<file path="src/rtl/mult_pkg.sv">
// Shared types for the radix-2 Booth multiplier: datapath control word, controller states, Booth pair codes.
package mult_pkg;

    typedef struct packed {
        logic load_A;
        logic load_B;
        logic load_add;
        logic shift_HQ_LQ_Q_1;
        logic add_sub;
    } mult_control_t;

    typedef enum logic [2:0] {
        S_IDLE,
        S_LOAD,
        S_EVAL,
        S_SHIFT,
        S_DONE
    } state_t;

    localparam logic [1:0] BOOTH_ADD = 2'b01;
    localparam logic [1:0] BOOTH_SUB = 2'b10;

endpackage

</file>
<file path="src/rtl/mult_booth_ctrl.sv">
// Booth multiplier controller: N iterations per start, done after N+K+1 edges; start ignored while busy.
// MULT_BOOTH_CTRL_DONE_HOLD_EN adds done_ack and holds DONE until it is sampled high.
module mult_booth_ctrl
    import mult_pkg::*;
#(
    parameter int N = 8
) (
    input  logic          clk,
    input  logic          rst,
    input  logic          start,
    input  logic [1:0]    Q_LSB,
`ifdef MULT_BOOTH_CTRL_DONE_HOLD_EN
    input  logic          done_ack,
`endif
    output mult_control_t mult_control,
    output logic          busy,
    output logic          done
);

    localparam int CNT_W = $clog2(N + 1);

    state_t           state;
    logic [CNT_W-1:0] cnt;
    logic             booth_op;
    logic             last_iter;

    assign booth_op  = (Q_LSB == BOOTH_ADD) || (Q_LSB == BOOTH_SUB);
    assign last_iter = (cnt == CNT_W'(1));

    always_ff @(posedge clk or negedge rst) begin
        if (!rst) begin
            state <= S_IDLE;
            cnt   <= '0;
        end else begin
            case (state)
                S_IDLE: if (start) state <= S_LOAD;
                S_LOAD: begin
                    cnt   <= CNT_W'(N);
                    state <= S_EVAL;
                end
                S_EVAL: begin
                    // A non-zero Booth pair spends an extra cycle in SHIFT before the shift.
                    if (booth_op) begin
                        state <= S_SHIFT;
                    end else begin
                        cnt   <= cnt - CNT_W'(1);
                        state <= last_iter ? S_DONE : S_EVAL;
                    end
                end
                S_SHIFT: begin
                    cnt   <= cnt - CNT_W'(1);
                    state <= last_iter ? S_DONE : S_EVAL;
                end
                S_DONE: begin
`ifdef MULT_BOOTH_CTRL_DONE_HOLD_EN
                    if (done_ack) state <= S_IDLE;
`else
                    state <= S_IDLE;
`endif
                end
                default: state <= S_IDLE;
            endcase
        end
    end

    always_comb begin
        mult_control = '0;
        busy         = (state != S_IDLE);
        done         = (state == S_DONE);
        case (state)
            S_LOAD: begin
                mult_control.load_A = 1'b1;
                mult_control.load_B = 1'b1;
            end
            S_EVAL: begin
                if (Q_LSB == BOOTH_SUB) begin
                    mult_control.load_add = 1'b1;
                end else if (Q_LSB == BOOTH_ADD) begin
                    mult_control.load_add = 1'b1;
                    mult_control.add_sub  = 1'b1;
                end else begin
                    mult_control.shift_HQ_LQ_Q_1 = 1'b1;
                end
            end
            S_SHIFT: mult_control.shift_HQ_LQ_Q_1 = 1'b1;
            default: ;
        endcase
    end

endmodule
</file>
<file path="config.mk">
export PLATFORM = sky130hd
export DESIGN_NAME = mult_booth_ctrl
export DESIGN_NICKNAME = d
export VERILOG_FILES = /design/src/rtl/mult_pkg.sv /design/src/rtl/mult_booth_ctrl.sv
export SDC_FILE = /design/constraint.sdc
export NUM_CORES = 1
export LEC_CHECK = 0
export CORE_AREA = 2 2 39 41
export CTS_CLUSTER_DIAMETER = 150
export DETAILED_ROUTE_END_ITERATION = 6
export DIE_AREA = 0 0 41 43
export SYNTH_ARGS = -nofsm -noshare
export SYNTH_HDL_FRONTEND = slang
export SYNTH_SLANG_ARGS = --single-unit
export TNS_END_PERCENT = 100
</file>
<file path="constraint.sdc">
create_clock -name clk -period 4.2 [get_ports clk]
set_input_delay 1.05 -clock clk [delete_from_list [all_inputs] [get_ports clk]]
set_output_delay 1.05 -clock clk [all_outputs]
set_load 0.01 [all_outputs]
</file>
* After elaboration in Yosys (flattened, before gate mapping)
Cells that the tools add are included. Widths: inputs -> output; s select.
Word-level totals: register bits 7, logic and storage cells 31, input bits 5, output and inout bits 7
Cells by class: add/sub/neg operators 1, muxes and demuxes 14, eq/ne operators 9, reductions and logical operators 5
Operators by type and width (count):
- $pmux 3 s4 | 1
- $pmux 4 s3 | 1
- $mux 3 | 3
- $eq 3x2->1 const B | 2
- $reduce_bool 3->1 | 2
- $mux 1 | 5
- $eq 4x1->1 const B | 1
- $mux 2 | 2
- $mux 4 | 1
- $ne 2x2->1 const B | 2
- $sub 4x1->4 const B | 1
- $eq 3x1->1 const B | 1
- $eq 3x3->1 const B | 1
- $logic_not 3->1 | 1
- $eq 2x1->1 const B | 1
- $eq 2x2->1 const B | 1
- $pmux 1 s2 | 1
- $reduce_and 2->1 | 1
- $logic_or 1x1->1 | 1

* Longest topological paths before layout
word-level depth 4, mapped depth 5, gate-level depth less buffers 5

* Worst setup path before layout
Ideal clock, no wire load.
path kind input to output, start point in Q_LSB[1], end point out mult_control[2] (netlist name), buffers on the path 0, required time 3150 ps, stages 3, arrival 1861 ps, setup slack 1289 ps, cells stage by stage inv_1 ha_1 nor4_1
RTL lines:
- start, declared | RTL line mult_booth_ctrl.sv:11 | input logic [1:0] Q_LSB,
- end, declared | RTL line mult_booth_ctrl.sv:15 | output mult_control_t mult_control,

==> run metrics <==
flop2flop setup slack around 3.0 ns; Max stage delay cell, worst path clkdlybuf4s50_1; CP arrival 2.75 ns; Hold WC Path Type reg2reg; DR pass1 iterations 3; CTS root buf clkbuf_4; warnings from Yosys 0; Design Area, Final roughly 600 um2; most frequent cells after synthesis dfrtp_1, o21ai_0, inv_1; Slew Viols, Final 0; cts repair resizes 0; CP cell instances clkdlybuf4s50_1 -> inv_1 -> ha_1 -> nor4_1 -> clkdlybuf4s50_1; setup TNS 0 ns; die area 1760 um2; CTS tree built; Switching Power approximately 0.16 mW; DP Worst Slack 0.404 ns; Synth area leaders dfrtp_1, ha_1, o21ai_0, nor4b_4, inv_1; grt ovf 0; hold endpoint cnt[1]; antenna fix cells 0; RSZ-0062 raised after global routing no; post-layout instance count excluding filler cells 75; GPL Wtd Cong 0.826; Final ANT Viol Nets 0; clk buf depth 2; DRC 0; Fin. Hold Viols 0; core box area about 1400 um2; Ports 12; Least-Margin Pin Slew approximately 0.35 ns; worst r2r dst state[2]; number of synthesized flops with an enable pin 0; WL/cell 11.5 um; PortBufs 11; CP most frequent cell clkdlybuf4s50_1; Syn Inst Count 48; TritonCTS buffer count 3; outcome finished clean; WP data required 3.15 ns; Total Routing Usage GR 12.4%; ys flop type dfrtp_1; Critical Path Max Stage Delay 0.58 ns; vias per cell 4.93; Hold Path Depth 2; DRT Wirelength 862 um; Max rail drop VDD 0.312 mV; top cell type's share of synthesized area 36.5%; Worst Setup Start Kind input pin; Worst-path clk slew 0.06 ns; FF-to-FF path depth 3; sequential share of the synthesized area 36.5%; Slew Limit Headroom 76.8%; Clock Latency Late Sink 0.25 ns; clock skew around 0.0081 ns; Cells after DPL 71; crit end category output pin; cell taking the most area after synthesis dfrtp_1; largest net degree at the start of global routing 13; PwrDens around 670 nW/um2; Distinct cells, synth 26; Lkg Pwr approximately 0.26 nW; synthesized area per cell 10.0 um2; initial DRC count 3; sequential power share a little under two fifths; Async SR Flop Fraction between 90% and 100%; H-tree levels 1; fin crit period between 3 and 4 ns; Final Cycle Share 90.4%; Synth Cell Area 480 um2; Max-Cap Viols 0; Max Fanout on Critical Path 5; hold wc startpoint cnt[1]; Fillers 145; die width slightly above 40 um; P&R area growth vs syn 25.0%; Post-CTS Setup Bufs 0; combinational power share roughly 47%; row cnt 14; launch point of the worst reg-to-reg path state[2]; vias in the first global route 342; via count 370; switching portion of total power 39.4%; Internal Power 0.244 mW; Synth Register Bits 7; kind of critical path in2out; fmax 0.263 GHz; final setup fails 0; placed instance area about 570 um2; initial antenna violation count 0; layout cells sized above 1 13.6%; CTS Hold Bufs 0; DP Wirelength between 600 and 700 um; Clk pwr share between 10% and 20%; top-count cell post-synth dfrtp_1; first-pass GRT wire length 1460 um; clock sinks 7; die height 43 um; Nets 68; Initial Util 34.7%; final worst-path setup slack 0.403 ns; Synthesized Nets 56
==> cells in the final DEF, fill, tap and decap left out, drive strengths merged, types with 2 or more instances in the layout <==
cell type	netlist	final
clkbuf	2	4
nor3	3	3
ha	3	3
inv	5	5
nor2b	2	2
o21ai	7	7
dfrtp	7	7
clkdlybuf4s50	0	11
nor4b	2	2
a21oi	3	3
==> flip-flops by register name, indices dropped and copies added, names as in the netlist <==
register	count
cnt	4
state	3
==> critical path: cells and delay by family <==
kind,cells,cell delay (ns)
buffers and inverters,3,1.07
adders and majority gates,1,0.33
and+or+nand+nor,1,0.30
==> power groups by stage <==
| stage | registers [mW] | clock network, mW | logic, mW |
|---|---|---|---|
| after floorplan | 0.125 | 0 | 0.170 |
| final | 0.152 | 0.0602 | 0.190 |
| after detailed placement | 0.153 | 0 | 0.191 |
| after global routing | 0.159 | 0.0673 | 0.217 |
| after global placement | 0.153 | 0 | 0.192 |
| after CTS | 0.152 | 0.0629 | 0.194 |
==> metal layers <==
layer  part of all wire, %  vias to the layer above  GRT usage, %
li1                      -                      191             -
met1                    51                      167          15.5
met2                    43                       12          19.1
met3                   6.0                        0          3.14
met4                     0                        0          6.00
met5                     0                        -             0
==> worst max path at each step <==
stage | to | slack, ns | startpoint
4_1_cts | mult_control[2] | 0.39 | Q_LSB[1]
6_report | mult_control[2] | 0.40 | Q_LSB[1]
2_1_floorplan | mult_control[2] | 1.29 | Q_LSB[1]
5_1_grt | mult_control[2] | 0.31 | Q_LSB[1]
3_3_place_gp | mult_control[2] | 0.39 | Q_LSB[1]
3_5_place_dp | mult_control[2] | 0.40 | Q_LSB[1]
==> cells by family (layout without fill, tap and decap cells) <==
logic type                 Yosys count  count (layout)  share of synthesized area (%)
adders and majority gates            3               3                           7.81
and+or+nand+nor                     16              16                           26.8
DFF                                  7               7                           36.5
AOI/OAI and AO/OA                   13              13                           17.4
buffers and inverters                9              20                           11.5
==> through the flow <==
stage,hold WS [ns],power [mW],util (%)
finish,0.546,0.402,43.4
global route,0.591,0.443,43.4
CTS,0.553,0.408,43.4
detailed placement,0.528,0.344,41.5
global placement,0.535,0.346,41.5
floorplan,0.499,0.295,-
==> final cells by class <==
type / count / area, um2 / share of cell area [%]
clock buffers: 4 / 26.3 / 4.38
repair buffers: 11 / 110 / 18.3
well taps: 16 / 20.0 / 3.33
flip-flops and latches: 7 / 175 / 29.2
multi-input cells: 32 / 250 / 41.7
inverters: 5 / 18.8 / 3.13
Power figures use the tool's default switching activity.
